===== src/rtl/sum_accumulator_if.sv =====
// Handshake bundle between the adder, the accumulator and the total consumer.
// The slave side is the accumulator; the master side is its environment.
interface sum_accumulator_if #(
    parameter int ACC_W = 8
);
    logic             start;
    logic [3:0]       in_sum;
    logic             in_valid;
    logic             in_ready;
    logic [ACC_W-1:0] out_total;
    logic             out_ovf;
    logic             out_valid;
    logic             out_ready;
    logic             busy;
    logic [7:0]       count;

    modport slave (
        input  start, in_sum, in_valid, out_ready,
        output in_ready, out_total, out_ovf, out_valid, busy, count
    );

    modport master (
        output start, in_sum, in_valid, out_ready,
        input  in_ready, out_total, out_ovf, out_valid, busy, count
    );
endinterface


===== src/rtl/sum_accumulator.sv =====
// Accumulates a frame of FRAME_LEN 4-bit adder sums into an ACC_W-bit total
// with a sticky overflow flag, presented on a held output handshake.
module sum_accumulator #(
    parameter int ACC_W     = 8,
    parameter int FRAME_LEN = 4
) (
    input  logic                clk,
    input  logic                rst,
    sum_accumulator_if.slave    bus
);

    typedef enum logic [1:0] {
        S_IDLE  = 2'd0,
        S_ACCUM = 2'd1,
        S_DONE  = 2'd2
    } state_e;

    state_e           state_q, state_d;
    logic [ACC_W-1:0] acc_q, acc_d;
    logic             ovf_q, ovf_d;
    logic [7:0]       cnt_q, cnt_d;
    logic [ACC_W:0]   sum_ext;
    logic [7:0]       cnt_inc;

    assign sum_ext = {1'b0, acc_q} + {{(ACC_W-3){1'b0}}, bus.in_sum};
    assign cnt_inc = cnt_q + 8'd1;

    // Next-state and datapath updates for the frame FSM.
    always_comb begin
        state_d = state_q;
        acc_d   = acc_q;
        ovf_d   = ovf_q;
        cnt_d   = cnt_q;
        unique case (state_q)
            S_IDLE: begin
                if (bus.start) begin
                    state_d = S_ACCUM;
                    acc_d   = '0;
                    ovf_d   = 1'b0;
                    cnt_d   = 8'd0;
                end
            end
            S_ACCUM: begin
                if (bus.in_valid) begin
                    acc_d = sum_ext[ACC_W-1:0];
                    ovf_d = ovf_q | sum_ext[ACC_W];
                    cnt_d = cnt_inc;
                    if (cnt_inc == 8'(FRAME_LEN)) begin
                        state_d = S_DONE;
                    end
                end
            end
            S_DONE: begin
                if (bus.out_ready) begin
                    state_d = S_IDLE;
                end
            end
            default: begin
                state_d = S_IDLE;
            end
        endcase
    end

    // State, accumulator, overflow and count registers.
    always_ff @(posedge clk) begin
        if (rst) begin
            state_q <= S_IDLE;
            acc_q   <= '0;
            ovf_q   <= 1'b0;
            cnt_q   <= 8'd0;
        end else begin
            state_q <= state_d;
            acc_q   <= acc_d;
            ovf_q   <= ovf_d;
            cnt_q   <= cnt_d;
        end
    end

    // Outputs decode only registered state, never an input.
    assign bus.in_ready  = (state_q == S_ACCUM);
    assign bus.out_valid = (state_q == S_DONE);
    assign bus.busy      = (state_q != S_IDLE);
    assign bus.out_total = acc_q;
    assign bus.out_ovf   = ovf_q;
    assign bus.count     = cnt_q;

endmodule


===== src/flat_wrapper.sv =====
// flat-port wrapper written by rule: the top's interface ports become plain ports
module sum_accumulator_flat 
#(
    parameter int ACC_W     = 8,
    parameter int FRAME_LEN = 4
)
  (clk, rst, bus_start, bus_in_sum, bus_in_valid, bus_out_ready, bus_in_ready, bus_out_total, bus_out_ovf, bus_out_valid, bus_busy, bus_count);
  sum_accumulator_if #(.ACC_W(ACC_W)) bus_i ();
  input  logic clk;
  input  logic rst;
  input wire logic [$bits(bus_i.start)-1:0] bus_start;
  input wire logic [$bits(bus_i.in_sum)-1:0] bus_in_sum;
  input wire logic [$bits(bus_i.in_valid)-1:0] bus_in_valid;
  input wire logic [$bits(bus_i.out_ready)-1:0] bus_out_ready;
  output wire logic [$bits(bus_i.in_ready)-1:0] bus_in_ready;
  output wire logic [$bits(bus_i.out_total)-1:0] bus_out_total;
  output wire logic [$bits(bus_i.out_ovf)-1:0] bus_out_ovf;
  output wire logic [$bits(bus_i.out_valid)-1:0] bus_out_valid;
  output wire logic [$bits(bus_i.busy)-1:0] bus_busy;
  output wire logic [$bits(bus_i.count)-1:0] bus_count;
  assign bus_i.start = bus_start;
  assign bus_i.in_sum = bus_in_sum;
  assign bus_i.in_valid = bus_in_valid;
  assign bus_i.out_ready = bus_out_ready;
  assign bus_in_ready = bus_i.in_ready;
  assign bus_out_total = bus_i.out_total;
  assign bus_out_ovf = bus_i.out_ovf;
  assign bus_out_valid = bus_i.out_valid;
  assign bus_busy = bus_i.busy;
  assign bus_count = bus_i.count;
  sum_accumulator #(.ACC_W(ACC_W), .FRAME_LEN(FRAME_LEN)) u_core (.clk(clk), .rst(rst), .bus(bus_i));
endmodule

===== config.mk =====
export PLATFORM = sky130hd
export DESIGN_NAME = sum_accumulator_flat
export DESIGN_NICKNAME = d
export VERILOG_FILES = /design/src/rtl/sum_accumulator_if.sv /design/src/rtl/sum_accumulator.sv /design/src/flat_wrapper.sv
export SDC_FILE = /design/constraint.sdc
export NUM_CORES = 1
export LEC_CHECK = 0
export BUFFER_PORTS_ARGS = -buffer_cell sky130_fd_sc_hd__buf_2
export CAP_MARGIN = 30
export CORE_UTILIZATION = 38
export DETAILED_ROUTE_END_ITERATION = 16
export HOLD_SLACK_MARGIN = 0.06
export PLACE_DENSITY_LB_ADDON = 0.15
export SYNTH_ARGS = -nofsm -noshare
export SYNTH_HDL_FRONTEND = slang
export SYNTH_SLANG_ARGS = --single-unit

===== constraint.sdc =====
create_clock -name clk -period 3.78 [get_ports clk]
set_input_delay 0 -clock clk [delete_from_list [all_inputs] [get_ports clk]]
set_output_delay 0 -clock clk [all_outputs]
set_load 0.05 [all_outputs]

# After elaboration in Yosys (flattened, before gate mapping)
# Index checks and enable logic that the tools add are counted.
# totals
regBits	19
mem_bits_ro	0
in_bits	9
ramBits	0
word_cells	32
mem_count	0
latch_bits	0
output_inout_bits	20
# op_classes
n_shift	0
n_bitwise	1
reduce_logical	5
n_addsub	2
eq_ne	7
n_mul	0
n_lt_le_gt_ge	0
n_div	0
mux	13
# ops
operator	count
one-hot mux 8 bit (2 select lines)	2
two-way mux 8 bit	3
adder 8 x 4 -> 9 bit	1
adder 8 x 1 -> 8 bit, second input constant	1
equality test 8 x 3 -> 1 bit, second input constant	1
two-way mux 2 bit	4
!= test 2 bit, second input constant	3
one-hot mux 2 bit (3 select lines)	1
AND reduction 4 bit	1
nonzero test 2 bit	2
AND reduction 3 bit	1
equality test 2 x 1 -> 1 bit, second input constant	1
equality test 2 bit, second input constant	1
logical NOT 2 bit	1
two-way mux 1 bit	2
!= test 2 x 1 -> 1 bit, second input constant	1
one-hot mux 1 bit (2 select lines)	1
bitwise OR 1 bit	1

# Depth between registers and ports, before layout
# depth
depth_word	5
mapped_depth	7
depth_no_buf	7

# Worst setup path before layout
# No wires, ideal clock.
# synth_timing
kind	register to register
start	reg u_core.cnt_q[0], in the netlist u_core.bus.count[0]
end	reg u_core.state_q[0]
t_arrival_ns	1.974
path_buffers	0
setup_time_ns	0.117
slack_ns	1.689
path_stages_with_launch	7
period_less_slack_ns	2.091
required_ns	3.663
cell_sequence	dfxtp_1 ha_1 nand3_1 o21a_1 a211oi_2 nand4b_1 a22o_2
# synth_via
elab_chain_len	4
# synth_lines
item	line	text
start: declaration	sum_accumulator.sv:21	logic [7:0] cnt_q, cnt_d;
start signal: assignment	sum_accumulator.sv:75	cnt_q <= cnt_d;
adder 8 x 1 -> 8 bit	sum_accumulator.sv:26	assign cnt_inc = cnt_q + 8'd1;
equality test 8 x 3 -> 1 bit	sum_accumulator.sv:48	if (cnt_inc == 8'(FRAME_LEN)) begin
!= test 2 x 1 -> 1 bit (no line)	--	
AND reduction 4 bit (no line)	--	
end signal: assignment	sum_accumulator.sv:72	state_q <= state_d;
end: declaration	sum_accumulator.sv:18	state_e state_q, state_d;
# No other way between the ends.
# A chain may end at the register's enable or synchronous reset.

# Final worst setup path
# Same ends and word-level chain as after synthesis.

==> metrics.md <==
| Metric | Value |
|---|---|
| CP Max Fanout | `8` |
| DRC violations left | `0` |
| Cell Count, Final, Fillers Out | `194` |
| Register area | `380 um^2` |
| Hold Crit Class | `primary input to flop` |
| CP arrival | `2080 ps` |
| Drt pass-1 iters | `4` |
| Status | `complete, no violations` |
| Setup ws final | `1910 ps` |
| First DRT Iteration DRCs | `32` |
| Hold Crit Depth | `4` |
| Gr usage total | `17.8%` |
| Routability-driven placement congestion ratio | `0.892` |
| Leakage Power | `0.599 nW` |
| Pint | `271 uW` |
| Avg Cell Area, Syn | `8.17 um^2` |
| Fmax | `0.535 GHz` |
| CTS tree | `built` |
| Setup tns final | `0 ps` |
| Fin crit share | `49.5%` |
| Placed cells | `188` |
| Final #Nets | `180` |
| Area of the multi-input gates | `672 um^2` |
| Async S/R FF share, synth | `0%` |
| Worst-Margin Slew | `552 ps` |
| Netlist area before placement | `1090 um^2` |
| Largest net degree at the start of global routing | `17` |
| Routed length per instance | `12.7 um` |
| Total grt overflow | `0` |
| Mapped Cells | `133` |
| First-pass GRT wire length | `4400 um` |
| Clock sinks | `19` |
| Share of cells above drive strength 1 | `24.5%` |
| Vias per cell | `5.36` |
| Dpl cell area | `1250 um^2` |
| Post-CTS sizing | `0` |
| WS Path Type | `flop to flop` |
| Syn. warnings | `0` |
| Clk pwr share | `26.6%` |
| Net Count, Synth | `149` |
| Max-cap violations | `0` |
| Max incr delay on CP | `470 ps` |
| TritonCTS Buffers | `3` |
| Fin. Hold Viols | `0` |
| Reg2reg start | `u_core.bus.count[0]$_SDFFE_PP0P_` |
| Total power | `396 uW` |
| Peak VDD IR | `0.167 mV` |
| Post-route ant nets | `0` |
| Startpoint of the worst hold path | `bus_out_ready` |
| Reg2reg setup slack | `1910 ps` |
| Sequential share of power | `53.1%` |
| Die area | `3080 um^2` |
| Clk buf depth | `2` |
| I/O pin cnt | `29` |
| Die Wd | `55.5 um` |
| Fillers | `283` |
| Rows | `19` |
| P_sw | `125 uW` |
| Worst setup path startpoint | `u_core.bus.count[0]$_SDFFE_PP0P_` |
| Routed vias | `1039` |
| Post-route minimum period | `1870 ps` |
| Initial Utilization | `39.7%` |
| Height of the die | `55.5 um` |
| CORE AREA | `2730 um^2` |
| CTS root buf | `clkbuf_4` |
| Main synth FF type | `dfxtp_1` |
| Slew headroom | `62.8%` |
| Routed WL | `2470 um` |
| Area delta synth->final | `19.4%` |
| Final setup viols | `0` |
| Number of diodes | `0` |
| Port buffer count | `28` |
| Yosys reg bits | `19` |
| RSZ-0062 raised after global routing | `no` |
| H-tree depth reported by CTS | `1` |
| Post-DP HPWL | `1840 um` |
| Data required time of the worst path | `3980 ps` |
| Dpl ws | `1940 ps` |
| Initial antenna violation count | `0` |
| Hold Slack | `124 ps` |
| Sw frac | `31.6%` |
| Vias in the first global route | `968` |
| Power density over the cells | `305 nW/um^2` |
| Comb power frac | `20.2%` |
| Synth top area cells | `dfxtp_1, ha_1, nor2_1` |
| Number of max-slew violations in the final report | `0` |
| Worst-path clk slew | `110 ps` |
| Clk Latency, worst-skew pair | `300 ps` |
| Fin area | `1300 um^2` |
| Leading area contributor after synthesis | `dfxtp_1` |
| Max stage delay cell, worst path | `dfxtp_1` |
| Post-synth EDFFs | `0` |
| R2R depth | `6` |
| Clk_skew | `5.58 ps` |
| Crit path launch type | `flop` |
| Distinct cells, synth | `36` |
| Seq/Total Area, Yosys | `35.0%` |
| Final core occ | `47.4%` |
| Endpoint class of the critical path | `flop` |
| Critical path cell sequence | `ha_1 -> nand3_1 -> o21a_1 -> a211oi_2 -> nand4b_1 -> a22o_2` |
| Synth top area share | `35.0%` |
-- registers in the layout, summed over array words and instances (netlist names) --
signal                count
u_core.bus.out_total      8
u_core.bus.count          8
u_core.state_q            2
u_core.bus.out_ovf        1
-- cell families (layout without fill, tap and decap cells) --
logic type / count (synthesis) / in the layout / share of synthesized area, %
AO/OA/AOI/OAI: 31 / 31 / 20.0
flip-flops: 19 / 19 / 35.0
XOR/XNOR: 8 / 8 / 6.45
multiplexers: 1 / 1 / 0.922
AND/OR/NAND/NOR: 58 / 58 / 25.7
buffers and inverters: 9 / 39 / 3.11
adder cells (fa/ha/maj): 7 / 7 / 8.76
-- worst paths after layout --
check | to
worst min register to register | u_core.bus.out_total[7]$_SDFFE_PP0P_
worst max-delay path | u_core.state_q[0]$_SDFFE_PP0P_
worst min-delay path | u_core.state_q[1]$_SDFFE_PP0P_
worst max register to register | u_core.state_q[0]$_SDFFE_PP0P_
-- layer usage --
metal  vias up  track usage [%]  routed length [um]
met5         -                0                   0
met4         0             9.29                  45
met3         6             2.58                  97
met2        24             25.3                1050
met1       480             25.8                1280
li1        529                -                   -
-- cell usage after synthesis, drive strengths merged (2+ instances only) --
master / count
nor3: 4
nand4: 2
and3: 2
dfxtp: 19
ha: 6
a21o: 2
or2: 2
clkbuf: 4
o21bai: 2
nand2: 14
xnor2: 3
nor2: 21
a22oi: 5
xor2: 5
a211oi: 2
inv: 5
or3: 2
a21oi: 10
o21ba: 2
nand3: 5
o21ai: 4
-- placed cells by master, fill, tap and decap left out, drive strengths merged, types with 3 or more instances in the layout --
| master | n |
|---|---|
| a21oi | 10 |
| a22oi | 5 |
| buf | 28 |
| clkbuf | 4 |
| dfxtp | 19 |
| ha | 6 |
| inv | 5 |
| nand2 | 14 |
| nand3 | 5 |
| nor2 | 21 |
| nor3 | 4 |
| o21ai | 4 |
| xnor2 | 3 |
| xor2 | 5 |
-- cell type report --
cell class	count	area share [%]
well taps	31	2.99
flip-flops and latches	19	29.3
multi-input cells	105	51.8
repair buffers	30	12.4
inverters	5	1.45
clock buffers	4	2.03
-- power groups by stage --
stage | Clock (mW) | Sequential, mW | Combinational (mW)
after floorplan | 0 | 0.224 | 0.0492
after global placement | 0 | 0.214 | 0.0777
after detailed placement | 0 | 0.215 | 0.0782
after CTS | 0.111 | 0.210 | 0.0802
after global routing | 0.118 | 0.211 | 0.0876
final | 0.105 | 0.210 | 0.0801
-- worst max-delay path: cells and delay by family (launching register included) --
| kind | cells | cell delay (ps) |
|---|---|---|
| fa+ha+maj | 1 | 300 |
| flops | 1 | 470 |
| simple gates | 2 | 340 |
| compound gates | 3 | 670 |
-- repair_timing --
action                                 4_1_cts  5_1_grt
setup endpoints to repair                    0        0
endpoints found under the hold margin        3        0
buffers inserted                             0        0
hold buffers                                 2        0
(Power assumes the default switching activity.)
